===== src/rtl/booth_r4_seq_mult16.sv =====
// Sequential signed radix-4 Booth multiplier.
// Retires two multiplier bits per cycle, so a WIDTH x WIDTH product takes WIDTH/2 cycles.
// Operands arrive on a valid/ready stream and the product leaves on another one.
module booth_r4_seq_mult16 #(
  parameter int WIDTH = 16
) (
  input  logic                 clk,
  input  logic                 rst,
  input  logic                 in_valid,
  output logic                 in_ready,
  input  logic [WIDTH-1:0]     A,
  input  logic [WIDTH-1:0]     B,
  output logic                 out_valid,
  input  logic                 out_ready,
  output logic [2*WIDTH-1:0]   P,
  output logic                 busy,
  output logic [2:0]           step_idx
);

  localparam int ITER  = WIDTH / 2;
  localparam int ACC_W = 2 * WIDTH;
  // The step counter also drives the partial-product shift, so it must reach ITER-1.
  localparam int SW    = (ITER > 8) ? $clog2(ITER) : 3;

  typedef enum logic [1:0] {StIdle, StRun, StDone} state_e;

  state_e            state;
  logic [WIDTH-1:0]  a_q;
  // Multiplier with the implicit b[-1]=0 appended; shifted right two bits per step so the
  // current Booth digit is always in the low three bits.
  logic [WIDTH:0]    b_q;
  logic [ACC_W-1:0]  acc_q;
  logic [SW-1:0]     step_q;

  logic [WIDTH+1:0]  a_ext;
  logic [WIDTH+1:0]  pp_small;
  logic [2:0]        digit;
  logic [ACC_W-1:0]  pp_ext;
  logic [ACC_W-1:0]  pp_shift;
  logic [ACC_W-1:0]  acc_next;
  logic              last_step;

  assign step_idx = step_q[2:0];

  // Select d*A for the current digit, widen it and align it to bit position 2*step.
  always_comb begin
    a_ext    = {{2{a_q[WIDTH-1]}}, a_q};
    digit    = b_q[2:0];
    pp_small = '0;
    unique case (digit)
      3'b000, 3'b111: pp_small = '0;
      3'b001, 3'b010: pp_small = a_ext;
      3'b011:         pp_small = a_ext << 1;
      3'b100:         pp_small = -(a_ext << 1);
      3'b101, 3'b110: pp_small = -a_ext;
      default:        pp_small = '0;
    endcase
    pp_ext    = {{(ACC_W-WIDTH-2){pp_small[WIDTH+1]}}, pp_small};
    pp_shift  = pp_ext << {step_q, 1'b0};
    acc_next  = acc_q + pp_shift;
    last_step = (step_q == SW'(ITER - 1));
  end

  // Control FSM with registered handshake and status outputs.
  always_ff @(posedge clk) begin
    if (rst) begin
      state     <= StIdle;
      in_ready  <= 1'b1;
      out_valid <= 1'b0;
      busy      <= 1'b0;
      P         <= '0;
      a_q       <= '0;
      b_q       <= '0;
      acc_q     <= '0;
      step_q    <= '0;
    end else begin
      unique case (state)
        StIdle: begin
          if (in_valid) begin
            a_q      <= A;
            b_q      <= {B, 1'b0};
            acc_q    <= '0;
            step_q   <= '0;
            in_ready <= 1'b0;
            busy     <= 1'b1;
            state    <= StRun;
          end
        end
        StRun: begin
          acc_q <= acc_next;
          b_q   <= {2'b00, b_q[WIDTH:2]};
          if (last_step) begin
            P         <= acc_next;
            out_valid <= 1'b1;
            busy      <= 1'b0;
            step_q    <= '0;
            state     <= StDone;
          end else begin
            step_q <= step_q + SW'(1);
          end
        end
        StDone: begin
          if (out_ready) begin
            out_valid <= 1'b0;
            in_ready  <= 1'b1;
            state     <= StIdle;
          end
        end
        default: state <= StIdle;
      endcase
    end
  end

endmodule


===== config.mk =====
export PLATFORM = sky130hd
export DESIGN_NAME = booth_r4_seq_mult16
export DESIGN_NICKNAME = d
export VERILOG_FILES = /design/src/rtl/booth_r4_seq_mult16.sv
export SDC_FILE = /design/constraint.sdc
export NUM_CORES = 1
export LEC_CHECK = 0
export BUFFER_PORTS_ARGS = -buffer_cell sky130_fd_sc_hd__buf_2
export CORE_MARGIN = 3
export CORE_UTILIZATION = 60
export CTS_CLUSTER_DIAMETER = 120
export DETAILED_ROUTE_END_ITERATION = 7
export GPL_ROUTABILITY_DRIVEN = 0
export PLACE_DENSITY = 0.79
export SYNTH_ARGS = -nofsm -noshare
export SYNTH_HDL_FRONTEND = slang
export SYNTH_SLANG_ARGS = --single-unit

===== constraint.sdc =====
create_clock -name clk -period 5.9 [get_ports clk]
set_input_delay 1.18 -clock clk [delete_from_list [all_inputs] [get_ports clk]]
set_output_delay 1.18 -clock clk [all_outputs]
set_load 0.03 [all_outputs]

# == Word-level counts from Yosys, hierarchy flattened ==
# Cells that the tools add are included.
# totals
ff_bits,105
latchBits,0
ram_bits,0
romBits,0
inputBits,36
output_inout_bits,38
word_cells,63
n_memories,0
# classes
add_sub_neg,4
multipliers,0
div_mod_pow,0
magnitude_cmp,0
n_eq_ne,13
shifts,1
n_mux,21
bitwise_logic,0
reduce_logical,15
# op_table
operator,n
18-bit case mux with 5 select lines,1
32-bit case mux with 2 select lines,1
18-bit negator,2
17-bit case mux with 2 select lines,1
32-bit adder,1
32-bit two-way mux,1
32-bit by 4-bit << shifter with 32-bit output,1
17-bit two-way mux,1
3-bit == test (second input constant),5
3-bit AND reduction,4
3-bit by 2-bit == test with 1-bit output (second input constant),2
1-bit two-way mux,6
2-bit two-way mux,3
3-bit two-way mux,2
2-bit != test (second input constant),3
1-bit case mux with 2 select lines,3
2-bit case mux with 3 select lines,1
3-bit case mux with 2 select lines,1
2-bit AND reduction,3
2-bit nonzero test,3
2-bit OR reduction,3
3-bit by 1-bit adder with 3-bit output (second input constant),1
3-bit by 1-bit == test with 1-bit output (second input constant),1
3-bit zero test,1
other kinds (3),3

# == Longest topological paths before layout ==
# Gate-level depths: netlist (run 1).
# logic_depth
ltp_word,6
mapped_depth,22
ltp_nobuf,19

# == Worst setup path after synthesis (run 1) ==
# No wires, ideal clock.
# synth_timing
path_kind,register to register
startpoint,register a_q[1]
endpoint,register P[31]
setup_ns,0.122
arrival_time_ns,4.451
t_required_ns,5.778
setup_slack_ns,1.327
path_stages_with_launch,22
path_buffers,2
synth_period_minus_slack_ns,4.573
cell_sequence,dfxtp_1 buf_6 inv_1 ha_1 or3b_1 clkbuf_1 nor2_1 nand4b_1 xnor2_1 o311ai_0 mux2i_1 mux2_2 a21oi_1 ha_1 a21oi_1 o211ai_1 a21oi_1 o21bai_1 nor4_1 o31ai_1 nor4b_1 a311o_1
# synth_via
elab_chain_cells,4
word_cells_on_any_way,5
cone_classes,add/sub (3); shift (1); mux (1)
# synth_lines
element,line_no,rtl
start: declaration,28,logic [WIDTH-1:0] a_q;
start signal: assignment,72,a_q <= '0;
start signal: assignment,80,a_q <= A;
"18-bit negator, on equally long branches","55, 54",
18-bit case mux with 5 select lines (*),50,unique case (digit)
32-bit by 4-bit << shifter with 32-bit output (*),59,"pp_shift = pp_ext << {step_q, 1'b0};"
32-bit adder (*),60,acc_next = acc_q + pp_shift;
end signal: assignment,93,P <= acc_next;
end: declaration,15,"output logic [2*WIDTH-1:0] P,"
# Every way passes the cells marked *; elsewhere a longest branch is shown, timed or not.
# A chain may end at the register's enable or synchronous reset.

# == Worst setup path in the final report (run 1) ==
# layout_timing
startpoint,register a_q[0]
endpoint,register P[31]
# Same word-level chain as after synthesis.

==> impl_results.html, run 1 <==
<table>
<tr><th>Metric</th><th>Value</th></tr>
<tr><th colspan="2">Yosys</th></tr>
<tr><td>Post-synth EDFFs</td><td>0</td></tr>
<tr><td>Combinational family with the most area after synthesis</td><td>compound AO/OA/AOI/OAI gates</td></tr>
<tr><td>Complex-gate fraction of the synthesized area</td><td>between 20% and 30%</td></tr>
<tr><td>Number of distinct library cells after synthesis</td><td>between 70 and 80</td></tr>
<tr><td>Post-Syn Area per Cell</td><td>approximately 7.3 sq um</td></tr>
<tr><td>Area share of the largest cell type after synthesis</td><td>around 29%</td></tr>
<tr><td>Primary FF master, synth</td><td>sky130_fd_sc_hd__dfxtp_1</td></tr>
<tr><td>Top post-synthesis cells by area</td><td>sky130_fd_sc_hd__dfxtp_1, sky130_fd_sc_hd__nand2_1, sky130_fd_sc_hd__a21oi_1</td></tr>
<tr><td>Count of mapped cells out of synthesis</td><td>988</td></tr>
<tr><td>Proportion of synthesized chip area in sequential cells</td><td>between 20% and 30%</td></tr>
<tr><td>Most common cell in the netlist</td><td>sky130_fd_sc_hd__nand2_1</td></tr>
<tr><td>Post-synthesis xor/xnor area fraction</td><td>roughly 4.5%</td></tr>
<tr><td>Multiplexer share of the synthesized area</td><td>under 10%</td></tr>
<tr><td>Post-synthesis simple-gate area fraction</td><td>a little under a quarter</td></tr>
<tr><td>Dominant cell type by area after synthesis</td><td>sky130_fd_sc_hd__dfxtp_1</td></tr>
<tr><td>Mapped Area</td><td>approximately 7300 sq um</td></tr>
<tr><td>Arithmetic-cell share of the synthesized area counting full adders, half adders and majority gates</td><td>between 6 and 7%</td></tr>
<tr><td>Total nets after synthesis</td><td>1059</td></tr>
<tr><td>Yosys Warn Count</td><td>0</td></tr>
<tr><td>Fraction of registers with async set or reset after synthesis</td><td>0%</td></tr>
<tr><td>Count of state elements after synthesis</td><td>between 100 and 150</td></tr>
<tr><td>Synth top cells by count</td><td>sky130_fd_sc_hd__nand2_1, sky130_fd_sc_hd__a21oi_1, sky130_fd_sc_hd__dfxtp_1, sky130_fd_sc_hd__nor2_1, sky130_fd_sc_hd__clkbuf_1</td></tr>
<tr><th colspan="2">CTS</th></tr>
<tr><td>Number of buffers added to fix hold violations after cts</td><td>0</td></tr>
<tr><td>Clock sink total</td><td>105</td></tr>
<tr><td>Worst skew pair latency</td><td>around 0.36 ns</td></tr>
<tr><td>Count of buffers added by post-CTS timing repair for setup</td><td>0</td></tr>
<tr><td>H-tree level count</td><td>3</td></tr>
<tr><td>Maximum buffer depth of the clock tree</td><td>2</td></tr>
<tr><td>CTS tree</td><td>yes</td></tr>
<tr><td>Clock transition at path regs</td><td>0.07 ns</td></tr>
<tr><td>Number of buffers created by CTS</td><td>9</td></tr>
<tr><td>Root cell of the clock tree</td><td>sky130_fd_sc_hd__clkbuf_16</td></tr>
<tr><td>Gates resized, CTS repair</td><td>0</td></tr>
<tr><th colspan="2">Floorplan</th></tr>
<tr><td>Area of the core region</td><td>11610 sq um</td></tr>
<tr><td>Starting utilization of the core area</td><td>62.49%</td></tr>
<tr><td>Num rows</td><td>39</td></tr>
<tr><td>Height of the die</td><td>116.0 um</td></tr>
<tr><td>Horiz. Die Dim</td><td>~120 um</td></tr>
<tr><td>Total Die Area</td><td>13450 sq um</td></tr>
<tr><td>Number of ports placed on the die boundary</td><td>74</td></tr>
<tr><th colspan="2">Cells and area</th></tr>
<tr><td>Total number of nets in the final design</td><td>between 1000 and 1500</td></tr>
<tr><td>Post-Route Utilization</td><td>between 60% and 70%</td></tr>
<tr><td>Fillers</td><td>roughly 1000</td></tr>
<tr><td>Syn-to-layout area delta</td><td>9.603%</td></tr>
<tr><td>Total inserted antenna cells</td><td>0</td></tr>
<tr><td>Ratio of cells with drive above 1 in the final layout</td><td>12.78%</td></tr>
<tr><th colspan="2">GRT</th></tr>
<tr><td>Global-route wire length before repair</td><td>31.81 mm</td></tr>
<tr><td>Initial antenna violation count</td><td>0</td></tr>
<tr><td>Largest net degree at the start of global routing</td><td>90</td></tr>
<tr><td>Number of global-route vias before repair</td><td>around 6500</td></tr>
<tr><td>Leftover overflow at the end of global routing</td><td>0</td></tr>
<tr><td>Aggregate global-route resource usage</td><td>28.98%</td></tr>
<tr><th colspan="2">Flow run</th></tr>
<tr><td>Maximum capacitance violations</td><td>0</td></tr>
<tr><th colspan="2">Worst hold path</th></tr>
<tr><td>Worst min-delay path class</td><td>reg -&gt; reg</td></tr>
<tr><td>Startpoint of the most critical hold path</td><td>acc_q[27]</td></tr>
<tr><th colspan="2">Timing</th></tr>
<tr><td>Final setup fails</td><td>0</td></tr>
<tr><td>Max Transition Viols Final</td><td>0</td></tr>
<tr><td>Highest clock rate</td><td>around 190 MHz</td></tr>
<tr><td>Transition time of the tightest slew-check pin</td><td>0.9945 ns</td></tr>
<tr><td>Crit share post-route</td><td>roughly nine tenths</td></tr>
<tr><td>Final worst path period need</td><td>between 5 and 6 ns</td></tr>
<tr><td>Worst Skew</td><td>roughly 0.0098 ns</td></tr>
<tr><td>Final-report hold violation count</td><td>0</td></tr>
<tr><td>Unrepaired setup endpoints after global routing</td><td>no</td></tr>
<tr><td>Sum of negative setup slack</td><td>0 ns</td></tr>
<tr><td>Headroom to the max-slew limit</td><td>33.70%</td></tr>
<tr><th colspan="2">Setup path</th></tr>
<tr><td>Slowest stage cell, crit path</td><td>sky130_fd_sc_hd__o311ai_0</td></tr>
<tr><td>Kind of end point of the critical path</td><td>register</td></tr>
<tr><td>Data arrival, critical path</td><td>~5.6 ns</td></tr>
<tr><td>Stage delay of the slowest cell on the critical path</td><td>0.58 ns</td></tr>
<tr><td>Required time at the worst-slack endpoint</td><td>about 6 ns</td></tr>
<tr><td>Series of cell instances along the critical path</td><td>inv_1 -&gt; ha_1 -&gt; or3b_1 -&gt; nor2_1 -&gt; nand4b_1 -&gt; xnor2_1 -&gt; o311ai_0 -&gt; mux2i_1 -&gt; mux2_2 -&gt; a21oi_1 -&gt; ha_1 -&gt; a21oi_1 -&gt; o211ai_1 -&gt; a21oi_1 -&gt; o21bai_1 -&gt; nor4_1 -&gt; o31ai_1 -&gt; nor4b_1 -&gt; a311o_1</td></tr>
<tr><td>Library cell appearing most often on the critical path</td><td>sky130_fd_sc_hd__a21oi_1</td></tr>
<tr><td>R2r startpoint</td><td>a_q[0]</td></tr>
<tr><td>Startpoint type of the worst setup path</td><td>register</td></tr>
<tr><td>Critical Path Start</td><td>a_q[0]</td></tr>
<tr><td>Largest fanout of any net on the critical path</td><td>8</td></tr>
<tr><td>Category of the critical setup timing path</td><td>reg -&gt; reg</td></tr>
<tr><th colspan="2">Drt</th></tr>
<tr><td>Total Routed Length</td><td>approximately 19 mm</td></tr>
<tr><td>Vias post-DR</td><td>7369</td></tr>
<tr><td>DRC violations left</td><td>0</td></tr>
<tr><td>Pre-Repair DR Iteration Count</td><td>5</td></tr>
<tr><td>Wirelength per Cell</td><td>around 17 um</td></tr>
<tr><td>DR iter-0 viols</td><td>761</td></tr>
<tr><td>Avg Vias per Cell</td><td>approximately 6.4</td></tr>
<tr><td>Post-route ant nets</td><td>0</td></tr>
<tr><th colspan="2">Power and ir drop</th></tr>
<tr><td>Leak Pwr</td><td>around 3.3 nW</td></tr>
<tr><td>Power density relative to cell area</td><td>248.1 nW/um^2</td></tr>
<tr><td>Power share of the sequential group</td><td>just under 40%</td></tr>
<tr><td>Internal power</td><td>about 1.3 mW</td></tr>
<tr><td>VDD IR max</td><td>between 0.0002 and 0.0003 V</td></tr>
<tr><td>Relative contribution of combinational cells to total power</td><td>between 20% and 30%</td></tr>
<tr><td>Net switching component of the power</td><td>between 0.6 and 0.7 mW</td></tr>
<tr><td>Switching power as a share of total power</td><td>roughly a third</td></tr>
<tr><td>Clock network fraction of design power</td><td>between 30% and 40%</td></tr>
<tr><th colspan="2">Outcome</th></tr>
<tr><td>Outcome</td><td>complete, no violations</td></tr>
<tr><th colspan="2">Placement</th></tr>
<tr><td>Total half-perimeter wirelength after legalization and detailed placement</td><td>~13 mm</td></tr>
<tr><td>Port Buffer Count</td><td>73</td></tr>
</table>
==> layer usage <==
layer / wire length (um) / global-route usage, %
met1: 8917 / 41.31
met2: 8398 / 43.61
met3: 1490 / 5.222
met4: 515 / 11.14
met5: 0 / 0
==> cell families (layout without fill, tap and decap cells) <==
family | count (synthesis) | count (layout)
xor gates and xnor gates | 37 | 37
AOI/OAI and AO/OA | 322 | 322
buffers and inverters | 95 | 124
DFF | 105 | 105
adders and majority gates | 35 | 35
muxes | 23 | 23
and+or+nand+nor | 371 | 371
==> cells in the final DEF, fill, tap and decap left out, types with 10 or more instances in the layout <==
cell type and n:
sky130_fd_sc_hd__ha_1 34, sky130_fd_sc_hd__nand3_1 43, sky130_fd_sc_hd__buf_4 17, sky130_fd_sc_hd__dfxtp_1 105, sky130_fd_sc_hd__mux2i_1 17, sky130_fd_sc_hd__xor2_1 18
sky130_fd_sc_hd__a31oi_1 16, sky130_fd_sc_hd__nand2_1 175, sky130_fd_sc_hd__nor2_1 70, sky130_fd_sc_hd__and3_1 10, sky130_fd_sc_hd__a211oi_1 11, sky130_fd_sc_hd__a22o_1 15
sky130_fd_sc_hd__a21o_1 19, sky130_fd_sc_hd__a21oi_1 128, sky130_fd_sc_hd__o21ai_0 43, sky130_fd_sc_hd__a311oi_1 14, sky130_fd_sc_hd__buf_2 73, sky130_fd_sc_hd__nor3_1 19
sky130_fd_sc_hd__xnor2_1 19, sky130_fd_sc_hd__inv_1 15
==> final cells by class <==
class,instances,area [sq um],area share [%]
Multi-Input combinational cell,788,4788,60.20
Clock buffer,11,252.7,3.178
Sequential cell,105,2102,26.43
Timing Repair Buffer,90,493.0,6.198
Tap cell,143,178.9,2.249
Clock inverter,5,71.32,0.8966
Inverter,18,67.56,0.8495
==> worst max-delay path, delay by kind of cell (launching register included) <==
family	cells	cell delay (ns)
compound gates	8	1.88
xor+xnor	1	0.18
fa+ha+maj	2	0.50
buf+inv	1	0.10
flops	1	0.39
mux	2	0.59
simple gates	5	1.60
==> power by group through the flow <==
stage	registers (mW)	logic [mW]	clock network [mW]
3_3_place_gp	0.788	0.533	0
2_1_floorplan	0.778	0.420	0
3_5_place_dp	0.789	0.540	0
6_report	0.773	0.554	0.646
5_1_grt	0.778	0.612	0.684
4_1_cts	0.773	0.544	0.654
==> state kept, by name, summed over array words and instances (netlist names) <==
signal / cells
P: 32
step_idx: 3
state: 2
acc_q: 32
busy: 1
b_q: 17
out_valid: 1
in_ready: 1
a_q: 16
==> stage by stage <==
| step | cells | setup WS (ns) | cell area [sq um] | power (mW) | hold slack, ns |
|---|---|---|---|---|---|
| final | 1160 | 0.5248 | 7954 | 1.973 | 0.4485 |
| after floorplan | 988 | 1.327 | 7257 | 1.198 | 0.4268 |
| after detailed placement | 1144 | 0.6417 | 7630 | 1.328 | 0.4424 |
| after global routing | 1160 | 0.04520 | 7954 | 2.075 | 0.4707 |
| after CTS | 1160 | 0.6201 | 7954 | 1.971 | 0.4507 |
| after global placement | 1144 | 0.9000 | 7630 | 1.321 | 0.4381 |
==> path summary, 6_finish.rpt <==
path | cells past startpoint | slack, ns | end
worst max register to register | 19 | 0.52 | P[31]
worst max-delay path | 19 | 0.52 | P[31]
worst min-delay path | 2 | 0.45 | acc_q[27]
worst min register to register | 2 | 0.45 | acc_q[27]
Note: power is estimated with default switching activity, not from simulation.
==> run 2: changes to the inputs <==
Settings changed: ABC_AREA set to 1, CORE_UTILIZATION 60 to 61, PLACE_DENSITY 0.79 to 0.8.
==> impl_results.html, run 2 <==
<table>
<tr><th>Metric</th><th>Value</th></tr>
<tr><th colspan="2">Outcome</th></tr>
<tr><td>Outcome</td><td>complete, no violations (unchanged)</td></tr>
<tr><th colspan="2">Drt</th></tr>
<tr><td>Wirelength per Cell</td><td>14.00 um (was 16.66 um)</td></tr>
<tr><td>Total Routed Length</td><td>20.64 mm (was 19.32 mm)</td></tr>
<tr><td>Vias post-DR</td><td>8119 (was 7369)</td></tr>
<tr><td>DR iter-0 viols</td><td>878 (was 761)</td></tr>
<tr><td>Post-route ant nets</td><td>0 (unchanged)</td></tr>
<tr><td>Avg Vias per Cell</td><td>5.508 (was 6.353)</td></tr>
<tr><td>DRC violations left</td><td>0 (unchanged)</td></tr>
<tr><td>Pre-Repair DR Iteration Count</td><td>5 (unchanged)</td></tr>
<tr><th colspan="2">Power and ir drop</th></tr>
<tr><td>Total Power</td><td>2.025 mW (was 1.973 mW)</td></tr>
<tr><td>VDD IR max</td><td>0.0001915 V (was 0.0002741 V)</td></tr>
<tr><td>Power density relative to cell area</td><td>242.7 nW/um^2 (was 248.1 nW/um^2)</td></tr>
<tr><td>Leak Pwr</td><td>4.178 nW (was 3.313 nW)</td></tr>
<tr><th colspan="2">Floorplan</th></tr>
<tr><td>Total Die Area</td><td>13950 sq um (was 13450 sq um)</td></tr>
<tr><td>Height of the die</td><td>118.1 um (was 116.0 um)</td></tr>
<tr><td>Starting utilization of the core area</td><td>63.06% (was 62.49%)</td></tr>
<tr><td>Num rows</td><td>40 (was 39)</td></tr>
<tr><td>Area of the core region</td><td>12160 sq um (was 11610 sq um)</td></tr>
<tr><td>Number of ports placed on the die boundary</td><td>74 (unchanged)</td></tr>
<tr><td>Horiz. Die Dim</td><td>118.1 um (was 116.0 um)</td></tr>
<tr><th colspan="2">CTS</th></tr>
<tr><td>Count of buffers added by post-CTS timing repair for setup</td><td>0 (unchanged)</td></tr>
<tr><td>Maximum buffer depth of the clock tree</td><td>2 (unchanged)</td></tr>
<tr><td>Clock sink total</td><td>105 (unchanged)</td></tr>
<tr><td>Gates resized, CTS repair</td><td>0 (unchanged)</td></tr>
<tr><td>CTS tree</td><td>yes (unchanged)</td></tr>
<tr><td>Worst skew pair latency</td><td>0.37 ns (was 0.36 ns)</td></tr>
<tr><td>Number of buffers added to fix hold violations after cts</td><td>0 (unchanged)</td></tr>
<tr><td>H-tree level count</td><td>3 (unchanged)</td></tr>
<tr><td>Clock transition at path regs</td><td>0.07 ns (about the same)</td></tr>
<tr><td>Root cell of the clock tree</td><td>sky130_fd_sc_hd__clkbuf_16 (unchanged)</td></tr>
<tr><td>Number of buffers created by CTS</td><td>9 (unchanged)</td></tr>
<tr><th colspan="2">Cells and area</th></tr>
<tr><td>Ratio of cells with drive above 1 in the final layout</td><td>10.72% (was 12.78%)</td></tr>
<tr><td>Most common cell after layout, fill and taps aside</td><td>sky130_fd_sc_hd__nand2_1 (unchanged)</td></tr>
<tr><td>Total number of nets in the final design</td><td>1372 (was 1083)</td></tr>
<tr><td>Post-Route Utilization</td><td>68.62% (was 68.49%)</td></tr>
<tr><td>Syn-to-layout area delta</td><td>8.827% (was 9.603%)</td></tr>
<tr><td>Commonest cells after routing, fill and taps aside</td><td>sky130_fd_sc_hd__nand2_1, sky130_fd_sc_hd__inv_1, sky130_fd_sc_hd__nand3_1 (was sky130_fd_sc_hd__nand2_1, sky130_fd_sc_hd__a21oi_1, sky130_fd_sc_hd__dfxtp_1)</td></tr>
<tr><td>Largest registers</td><td>P: 32 flops, acc_q: 32 flops, b_q: 17 flops (unchanged)</td></tr>
<tr><td>Post-route cell area</td><td>8346 sq um (was 7954 sq um)</td></tr>
<tr><td>Total inserted antenna cells</td><td>0 (unchanged)</td></tr>
<tr><th colspan="2">Setup path</th></tr>
<tr><td>R2r startpoint</td><td>step_idx[0] (was a_q[0])</td></tr>
<tr><td>Kind of end point of the critical path</td><td>register (unchanged)</td></tr>
<tr><td>Largest fanout of any net on the critical path</td><td>25 (was 8)</td></tr>
<tr><td>Required time at the worst-slack endpoint</td><td>6.16 ns (was 6.15 ns)</td></tr>
<tr><td>Data arrival, critical path</td><td>4.12 ns (was 5.62 ns)</td></tr>
<tr><td>Startpoint type of the worst setup path</td><td>register (unchanged)</td></tr>
<tr><td>Reg-to-reg endpoint</td><td>P[26] (was P[31])</td></tr>
<tr><td>Worst reg-to-reg path cell count</td><td>18 (was 19)</td></tr>
<tr><td>Reg2reg setup slack</td><td>2.04 ns (was 0.52 ns)</td></tr>
<tr><td>Category of the critical setup timing path</td><td>reg -&gt; reg (unchanged)</td></tr>
<tr><th colspan="2">Timing</th></tr>
<tr><td>Max Transition Viols Final</td><td>0 (unchanged)</td></tr>
<tr><td>Unrepaired setup endpoints after global routing</td><td>no (unchanged)</td></tr>
<tr><td>Final setup fails</td><td>0 (unchanged)</td></tr>
<tr><td>Sum of negative setup slack</td><td>0 ns (unchanged)</td></tr>
<tr><td>Crit share post-route</td><td>65.43% (was 91.10%)</td></tr>
<tr><td>Final worst path period need</td><td>3.860 ns (was 5.375 ns)</td></tr>
<tr><td>Transition time of the tightest slew-check pin</td><td>0.9178 ns (was 0.9945 ns)</td></tr>
<tr><td>Final-report hold violation count</td><td>0 (unchanged)</td></tr>
<tr><td>Worst Skew</td><td>0.009300 ns (was 0.009768 ns)</td></tr>
<tr><td>Highest clock rate</td><td>259.1 MHz (was 186.0 MHz)</td></tr>
<tr><td>Headroom to the max-slew limit</td><td>38.66% (was 33.70%)</td></tr>
<tr><th colspan="2">GRT</th></tr>
<tr><td>Largest net degree at the start of global routing</td><td>52 (was 90)</td></tr>
<tr><td>Initial antenna violation count</td><td>0 (unchanged)</td></tr>
<tr><td>Aggregate global-route resource usage</td><td>30.18% (was 28.98%)</td></tr>
<tr><td>GR Util met2</td><td>47.48% (was 43.61%)</td></tr>
<tr><td>Peak-usage layer in the global routing report</td><td>met2 (unchanged)</td></tr>
<tr><td>GR Layer Usage met1</td><td>42.60% (was 41.31%)</td></tr>
<tr><td>Leftover overflow at the end of global routing</td><td>0 (unchanged)</td></tr>
<tr><td>Global-route wire length before repair</td><td>35.23 mm (was 31.81 mm)</td></tr>
<tr><td>Number of global-route vias before repair</td><td>7395 (was 6546)</td></tr>
<tr><td>Met3 usage in global routing</td><td>4.613% (was 5.222%)</td></tr>
<tr><th colspan="2">Yosys</th></tr>
<tr><td>Yosys Warn Count</td><td>0 (unchanged)</td></tr>
<tr><td>Post-synth EDFFs</td><td>0 (unchanged)</td></tr>
<tr><td>Count of state elements after synthesis</td><td>105 (unchanged)</td></tr>
<tr><td>Mapped Area</td><td>7669 sq um (was 7257 sq um)</td></tr>
<tr><td>Top post-synthesis cells by area</td><td>sky130_fd_sc_hd__dfxtp_1, sky130_fd_sc_hd__nand2_1, sky130_fd_sc_hd__nand3_1 (was sky130_fd_sc_hd__dfxtp_1, sky130_fd_sc_hd__nand2_1, sky130_fd_sc_hd__a21oi_1)</td></tr>
<tr><td>Primary FF master, synth</td><td>sky130_fd_sc_hd__dfxtp_1 (unchanged)</td></tr>
<tr><td>Area share of the largest cell type after synthesis</td><td>27.41% (was 28.97%)</td></tr>
<tr><td>Total nets after synthesis</td><td>1331 (was 1059)</td></tr>
<tr><td>Number of distinct library cells after synthesis</td><td>38 (was 75)</td></tr>
<tr><td>Proportion of synthesized chip area in sequential cells</td><td>27.41% (was 28.97%)</td></tr>
<tr><td>Most common cell in the netlist</td><td>sky130_fd_sc_hd__nand2_1 (unchanged)</td></tr>
<tr><td>Dominant cell type by area after synthesis</td><td>sky130_fd_sc_hd__dfxtp_1 (unchanged)</td></tr>
<tr><td>Synth top cells by count</td><td>sky130_fd_sc_hd__nand2_1, sky130_fd_sc_hd__inv_1, sky130_fd_sc_hd__nand3_1, sky130_fd_sc_hd__dfxtp_1, sky130_fd_sc_hd__a21oi_1 (was sky130_fd_sc_hd__nand2_1, sky130_fd_sc_hd__a21oi_1, sky130_fd_sc_hd__dfxtp_1, sky130_fd_sc_hd__nor2_1, sky130_fd_sc_hd__clkbuf_1)</td></tr>
<tr><td>Count of mapped cells out of synthesis</td><td>1260 (was 988)</td></tr>
<tr><td>Fraction of registers with async set or reset after synthesis</td><td>0% (unchanged)</td></tr>
<tr><td>Post-Syn Area per Cell</td><td>6.086 sq um (was 7.345 sq um)</td></tr>
<tr><th colspan="2">Worst hold path</th></tr>
<tr><td>Hold Path Cell Cnt</td><td>2 (unchanged)</td></tr>
<tr><td>Sink of the worst hold path</td><td>in_ready (was acc_q[27])</td></tr>
<tr><td>Worst min-delay path class</td><td>reg -&gt; reg (unchanged)</td></tr>
<tr><td>Startpoint of the most critical hold path</td><td>in_ready (was acc_q[27])</td></tr>
<tr><th colspan="2">Placement</th></tr>
<tr><td>Total half-perimeter wirelength after legalization and detailed placement</td><td>15.63 mm (was 13.40 mm)</td></tr>
<tr><td>Port Buffer Count</td><td>73 (unchanged)</td></tr>
<tr><td>Post-place instance area</td><td>8050 sq um (was 7630 sq um)</td></tr>
<tr><th colspan="2">Flow run</th></tr>
<tr><td>Maximum capacitance violations</td><td>0 (unchanged)</td></tr>
</table>
-- run 2: cell count changes after synthesis, moves of 17 or more --
cell,before,now
sky130_fd_sc_hd__a21oi_1,128,100
sky130_fd_sc_hd__o21ai_0,43,68
sky130_fd_sc_hd__nand3_1,43,118
sky130_fd_sc_hd__a21o_1,19,2
sky130_fd_sc_hd__mux2i_1,17,0
sky130_fd_sc_hd__xnor2_1,19,0
sky130_fd_sc_hd__clkbuf_1,62,27
sky130_fd_sc_hd__o21bai_1,2,20
sky130_fd_sc_hd__nand2_1,175,416
sky130_fd_sc_hd__inv_1,15,135
-- run 2: how the worst max path moves through the flow --
stage,startpoint,end,slack [ns],depth (start not counted)
6_report,step_idx[0],P[26],2.04,18
5_1_grt,step_idx[0],P[31],1.52,19
4_1_cts,step_idx[0],P[12],2.13,14
3_5_place_dp,step_idx[0],P[12],2.14,14
3_3_place_gp,step_idx[0],acc_q[19],2.20,18
2_1_floorplan,step_idx[0],acc_q[12],2.96,15
-- run 2: layout make-up --
class,count,area [sq um]
Clock buffer,10,239.0
Clock inverter,6,56.30
Fill cell,1178,3816
Inverter,144,541.8
Multi-Input combinational cell,963,4793
Sequential cell,105,2102
Tap cell,168,210.2
Timing Repair Buffer,78,402.9
-- run 2: metal layers --
| layer | wire [um] | share of wire [%] |
|---|---|---|
| met5 | 0 | 0 |
| met4 | 442 | 2.1 |
| met3 | 1292 | 6.3 |
| met2 | 9091 | 44 |
| met1 | 9809 | 48 |
-- run 2: power by group --
part | total (mW) | internal, mW | switching [mW]
clock | 0.615 | 0.310 | 0.306
sequential | 0.783 | 0.747 | 0.0358
combinational | 0.627 | 0.199 | 0.428
total | 2.03 | 1.26 | 0.769
-- run 2: worst max-delay path, cell delays in order, from the launching register on --
cell and delay [ns]:
sky130_fd_sc_hd__dfxtp_1 0.82, sky130_fd_sc_hd__clkinv_1 0.70, sky130_fd_sc_hd__nand2_1 0.26, sky130_fd_sc_hd__nand2_1 0.07
sky130_fd_sc_hd__nand2_1 0.08, sky130_fd_sc_hd__nand2_1 0.09, sky130_fd_sc_hd__nand2_1 0.06, sky130_fd_sc_hd__nand2_1 0.07
sky130_fd_sc_hd__ha_1 0.37, sky130_fd_sc_hd__a21oi_1 0.26, sky130_fd_sc_hd__o21ai_0 0.21, sky130_fd_sc_hd__inv_1 0.09
sky130_fd_sc_hd__nand2_1 0.09, sky130_fd_sc_hd__a21oi_1 0.18, sky130_fd_sc_hd__nand2_1 0.09, sky130_fd_sc_hd__nand2_1 0.06
sky130_fd_sc_hd__nand2_1 0.08, sky130_fd_sc_hd__o21bai_1 0.13, sky130_fd_sc_hd__inv_1 0.06
-- run 2: cell families after synthesis --
group / Yosys count / synth area share, %
buffers and inverters: 192 / 10.12
and+or+nand+nor: 674 / 37.66
adders and majority gates: 35 / 5.808
DFF: 105 / 27.41
AOI/OAI and AO/OA: 236 / 16.95
xor gates and xnor gates: 18 / 2.056
-- run 2: stage by stage --
stage                     setup slack (ns)  cells  hold WS, ns
after detailed placement             2.142   1458       0.4433
after global placement               2.200   1458       0.4453
after global routing                 1.524   1474       0.4766
after CTS                            2.126   1474       0.4585
after floorplan                      2.960   1260       0.4392
final                                2.040   1474       0.4542
==> run 3: changes to the inputs <==
Clock period 5.9 ns to 3.6 ns, I/O delays scaled along.
==> impl_results.html, run 3 (synthesized netlist as in run 2, its figures left out) <==
<table>
<tr><th>Metric</th><th>Value</th></tr>
<tr><th colspan="2">Drt</th></tr>
<tr><td>DR iter-0 viols</td><td>845 (was 878)</td></tr>
<tr><td>Wirelength per Cell</td><td>14.87 um (was 14.00 um)</td></tr>
<tr><td>DRC violations left</td><td>0 (unchanged)</td></tr>
<tr><td>Pre-Repair DR Iteration Count</td><td>6 (was 5)</td></tr>
<tr><td>Vias post-DR</td><td>8356 (was 8119)</td></tr>
<tr><td>Post-route ant nets</td><td>0 (unchanged)</td></tr>
<tr><td>Avg Vias per Cell</td><td>5.627 (was 5.508)</td></tr>
<tr><td>Total Routed Length</td><td>22.08 mm (was 20.64 mm)</td></tr>
<tr><th colspan="2">Timing</th></tr>
<tr><td>Max Transition Viols Final</td><td>0 (unchanged)</td></tr>
<tr><td>Unrepaired setup endpoints after global routing</td><td>yes (was no)</td></tr>
<tr><td>Final worst path period need</td><td>3.393 ns (was 3.860 ns)</td></tr>
<tr><td>Transition time of the tightest slew-check pin</td><td>0.6873 ns (was 0.9178 ns)</td></tr>
<tr><td>Worst Skew</td><td>0.008788 ns (was 0.009300 ns)</td></tr>
<tr><td>Crit share post-route</td><td>94.26% (was 65.43%)</td></tr>
<tr><td>Setup slack after layout</td><td>0.2066 ns (was 2.040 ns)</td></tr>
<tr><td>Highest clock rate</td><td>294.7 MHz (was 259.1 MHz)</td></tr>
<tr><td>Final-report hold violation count</td><td>0 (unchanged)</td></tr>
<tr><td>Headroom to the max-slew limit</td><td>53.89% (was 38.66%)</td></tr>
<tr><td>Hold_ws</td><td>0.4559 ns (was 0.4542 ns)</td></tr>
<tr><td>Final setup fails</td><td>0 (unchanged)</td></tr>
<tr><th colspan="2">Floorplan</th></tr>
<tr><td>Horiz. Die Dim</td><td>118.1 um (unchanged)</td></tr>
<tr><td>Total Die Area</td><td>13950 sq um (unchanged)</td></tr>
<tr><td>Height of the die</td><td>118.1 um (unchanged)</td></tr>
<tr><td>Num rows</td><td>40 (unchanged)</td></tr>
<tr><td>Number of ports placed on the die boundary</td><td>74 (unchanged)</td></tr>
<tr><td>Area of the core region</td><td>12160 sq um (unchanged)</td></tr>
<tr><td>Starting utilization of the core area</td><td>63.06% (unchanged)</td></tr>
<tr><th colspan="2">Setup path</th></tr>
<tr><td>Levels on crit path</td><td>21 (was 18)</td></tr>
<tr><td>Series of cell instances along the critical path</td><td>inv_2 -&gt; ha_4 -&gt; nand2_4 -&gt; nor2_4 -&gt; nand3b_1 -&gt; nand3_1 -&gt; nand3_1 -&gt; nand2_1 -&gt; nand3_1 -&gt; nand3_1 -&gt; o21ai_1 -&gt; ha_1 -&gt; nand2_2 -&gt; nor2_2 -&gt; inv_1 -&gt; nor3_2 -&gt; nand2_1 -&gt; nand2_2 -&gt; xor2_1 -&gt; nand2_1 -&gt; a21oi_1 (was clkinv_1 -&gt; nand2_1 -&gt; nand2_1 -&gt; nand2_1 -&gt; nand2_1 -&gt; nand2_1 -&gt; nand2_1 -&gt; ha_1 -&gt; a21oi_1 -&gt; o21ai_0 -&gt; inv_1 -&gt; nand2_1 -&gt; a21oi_1 -&gt; nand2_1 -&gt; nand2_1 -&gt; nand2_1 -&gt; o21bai_1 -&gt; inv_1)</td></tr>
<tr><td>Worst reg-to-reg path cell count</td><td>21 (was 18)</td></tr>
<tr><td>CP delay by family, top</td><td>simple AND/OR/NAND/NOR gates (unchanged)</td></tr>
<tr><td>Slowest stage cell, crit path</td><td>sky130_fd_sc_hd__ha_1 (was sky130_fd_sc_hd__dfxtp_1)</td></tr>
<tr><td>Buffers &amp; Inverters on Critical Path</td><td>2 (was 3)</td></tr>
<tr><td>Reg2reg setup slack</td><td>0.21 ns (was 2.04 ns)</td></tr>
<tr><td>Reg-to-reg endpoint</td><td>acc_q[14] (was P[26])</td></tr>
<tr><td>Critical Path Start</td><td>a_q[0] (was step_idx[0])</td></tr>
<tr><td>Data arrival, critical path</td><td>3.68 ns (was 4.12 ns)</td></tr>
<tr><td>Library cell appearing most often on the critical path</td><td>sky130_fd_sc_hd__nand3_1 (was sky130_fd_sc_hd__nand2_1)</td></tr>
<tr><td>Required time at the worst-slack endpoint</td><td>3.89 ns (was 6.16 ns)</td></tr>
<tr><td>R2r startpoint</td><td>a_q[0] (was step_idx[0])</td></tr>
<tr><td>Capturing instance or port of the critical path</td><td>acc_q[14] (was P[26])</td></tr>
<tr><td>Stage delay of the slowest cell on the critical path</td><td>0.39 ns (was 0.82 ns)</td></tr>
<tr><td>Category of the critical setup timing path</td><td>reg -&gt; reg (unchanged)</td></tr>
<tr><td>Kind of end point of the critical path</td><td>register (unchanged)</td></tr>
<tr><td>Largest fanout of any net on the critical path</td><td>6 (was 25)</td></tr>
<tr><td>Startpoint type of the worst setup path</td><td>register (unchanged)</td></tr>
<tr><th colspan="2">Power and ir drop</th></tr>
<tr><td>Clock network fraction of design power</td><td>32.2% (was 30.4%)</td></tr>
<tr><td>Relative contribution of combinational cells to total power</td><td>31.7% (was 31.0%)</td></tr>
<tr><td>Power density relative to cell area</td><td>407.0 nW/um^2 (was 242.7 nW/um^2)</td></tr>
<tr><td>Switching power as a share of total power</td><td>37.09% (was 37.99%)</td></tr>
<tr><td>Power share of the sequential group</td><td>36.1% (was 38.6%)</td></tr>
<tr><td>Net switching component of the power</td><td>1.310 mW (was 0.7695 mW)</td></tr>
<tr><td>Leak Pwr</td><td>4.275 nW (was 4.178 nW)</td></tr>
<tr><td>Internal power</td><td>2.222 mW (was 1.256 mW)</td></tr>
<tr><td>VDD IR max</td><td>0.0002943 V (was 0.0001915 V)</td></tr>
<tr><th colspan="2">GRT</th></tr>
<tr><td>Initial antenna violation count</td><td>0 (unchanged)</td></tr>
<tr><td>Largest net degree at the start of global routing</td><td>52 (unchanged)</td></tr>
<tr><td>Leftover overflow at the end of global routing</td><td>0 (unchanged)</td></tr>
<tr><td>Number of global-route vias before repair</td><td>7537 (was 7395)</td></tr>
<tr><td>Aggregate global-route resource usage</td><td>30.71% (was 30.18%)</td></tr>
<tr><td>Global-route wire length before repair</td><td>35.69 mm (was 35.23 mm)</td></tr>
<tr><th colspan="2">CTS</th></tr>
<tr><td>Clock transition at path regs</td><td>0.08 ns (was 0.07 ns)</td></tr>
<tr><td>H-tree level count</td><td>3 (unchanged)</td></tr>
<tr><td>CTS tree</td><td>yes (unchanged)</td></tr>
<tr><td>Number of buffers added to fix hold violations after cts</td><td>0 (unchanged)</td></tr>
<tr><td>Maximum buffer depth of the clock tree</td><td>2 (unchanged)</td></tr>
<tr><td>Number of buffers created by CTS</td><td>9 (unchanged)</td></tr>
<tr><td>Root cell of the clock tree</td><td>sky130_fd_sc_hd__clkbuf_16 (unchanged)</td></tr>
<tr><td>Clock sink total</td><td>105 (unchanged)</td></tr>
<tr><td>Worst skew pair latency</td><td>0.37 ns (about the same)</td></tr>
<tr><th colspan="2">Cells and area</th></tr>
<tr><td>Total number of nets in the final design</td><td>1383 (was 1372)</td></tr>
<tr><td>Most common cell after layout, fill and taps aside</td><td>sky130_fd_sc_hd__nand2_1 (unchanged)</td></tr>
<tr><td>Largest registers</td><td>P: 32 flops, acc_q: 32 flops, b_q: 17 flops (unchanged)</td></tr>
<tr><td>Commonest cells after routing, fill and taps aside</td><td>sky130_fd_sc_hd__nand2_1, sky130_fd_sc_hd__inv_1, sky130_fd_sc_hd__nand3_1 (unchanged)</td></tr>
<tr><td>Total inserted antenna cells</td><td>0 (unchanged)</td></tr>
<tr><td>Ratio of cells with drive above 1 in the final layout</td><td>15.26% (was 10.72%)</td></tr>
<tr><td>Syn-to-layout area delta</td><td>13.17% (was 8.827%)</td></tr>
<tr><th colspan="2">Placement</th></tr>
<tr><td>Port Buffer Count</td><td>73 (unchanged)</td></tr>
<tr><td>Minimum setup slack after placement</td><td>0.1697 ns (was 2.142 ns)</td></tr>
<tr><td>Total half-perimeter wirelength after legalization and detailed placement</td><td>16.00 mm (was 15.63 mm)</td></tr>
<tr><th colspan="2">Flow run</th></tr>
<tr><td>Maximum capacitance violations</td><td>0 (unchanged)</td></tr>
<tr><th colspan="2">Worst hold path</th></tr>
<tr><td>Worst min-delay path class</td><td>reg -&gt; reg (unchanged)</td></tr>
<tr><th colspan="2">Outcome</th></tr>
<tr><td>Outcome</td><td>complete, no violations (unchanged)</td></tr>
</table>
[run 3: cell types whose count changed in the layout (fill, tap and decap cells not counted), sizes merged]
cell,previous run,this run
inv,145,144
clkbuf,10,9
bufinv,0,2
buf,78,89
[run 3: worst reg2reg max path, cell delays in order, from the launching register on]
cell	delay, ns
sky130_fd_sc_hd__dfxtp_1	0.34
sky130_fd_sc_hd__inv_2	0.11
sky130_fd_sc_hd__ha_4	0.17
sky130_fd_sc_hd__nand2_4	0.09
sky130_fd_sc_hd__nor2_4	0.19
sky130_fd_sc_hd__nand3b_1	0.11
sky130_fd_sc_hd__nand3_1	0.09
sky130_fd_sc_hd__nand3_1	0.10
sky130_fd_sc_hd__nand2_1	0.12
sky130_fd_sc_hd__nand3_1	0.13
sky130_fd_sc_hd__nand3_1	0.15
sky130_fd_sc_hd__o21ai_1	0.09
sky130_fd_sc_hd__ha_1	0.39
sky130_fd_sc_hd__nand2_2	0.12
sky130_fd_sc_hd__nor2_2	0.15
sky130_fd_sc_hd__inv_1	0.11
sky130_fd_sc_hd__nor3_2	0.13
sky130_fd_sc_hd__nand2_1	0.09
sky130_fd_sc_hd__nand2_2	0.12
sky130_fd_sc_hd__xor2_1	0.31
sky130_fd_sc_hd__nand2_1	0.09
sky130_fd_sc_hd__a21oi_1	0.14
[run 3: what timing repair did]
action	CTS	global route
endpoints found under the hold margin	0	0
setup endpoints to repair	0	45
resized for setup	0	63
buffers inserted	0	6
[run 3: worst min-delay path by stage]
stage	startpoint	endpoint	cells past startpoint
after floorplan	b_q[15]	b_q[15]	2
after global placement	in_ready	in_ready	2
after detailed placement	in_ready	in_ready	2
after CTS	in_ready	in_ready	2
after global routing	in_ready	in_ready	2
final	in_ready	in_ready	2
[run 3: metrics by stage]
| step | area, sq um | instances | util [%] | total power, mW | TNS, ns |
|---|---|---|---|---|---|
| floorplan | 7669 | 1260 | - | 2.070 | 0 |
| global placement | 8088 | 1463 | 66.50 | 2.305 | 0 |
| detailed placement | 8088 | 1463 | 66.50 | 2.312 | 0 |
| CTS | 8434 | 1479 | 69.35 | 3.450 | 0 |
| global route | 8678 | 1485 | 71.36 | 3.716 | -0.4677 |
| finish | 8678 | 1485 | 71.36 | 3.532 | 0 |
[run 3: area by class of cell]
cell class | count | area, sq um
fillers | 1112 | 3483
clock inverters | 7 | 121.4
inverters | 144 | 548.0
flip-flops and latches | 105 | 2103
multi-input cells | 963 | 4985
well taps | 168 | 210.2
clock buffers | 9 | 225.2
repair buffers | 89 | 485.5
[run 3: power by group through the flow]
stage	Combinational (mW)	Clock, mW	Sequential, mW
finish	1.12	1.14	1.28
global route	1.25	1.19	1.28
CTS	1.03	1.15	1.27
detailed placement	1.01	0	1.30
global placement	1.01	0	1.30
floorplan	0.777	0	1.29
[run 3: routing by layer]
layer / global-route usage, % / wire length [um] / up-vias / share of wire (%)
met3: 6.391 / 1786 / 38 / 8.1
li1: - / - / 4185 / -
met4: 8.864 / 451 / 0 / 2.0
met5: 0 / 0 / - / 0
met1: 40.69 / 9615 / 3804 / 44
met2: 50.48 / 10230 / 329 / 46
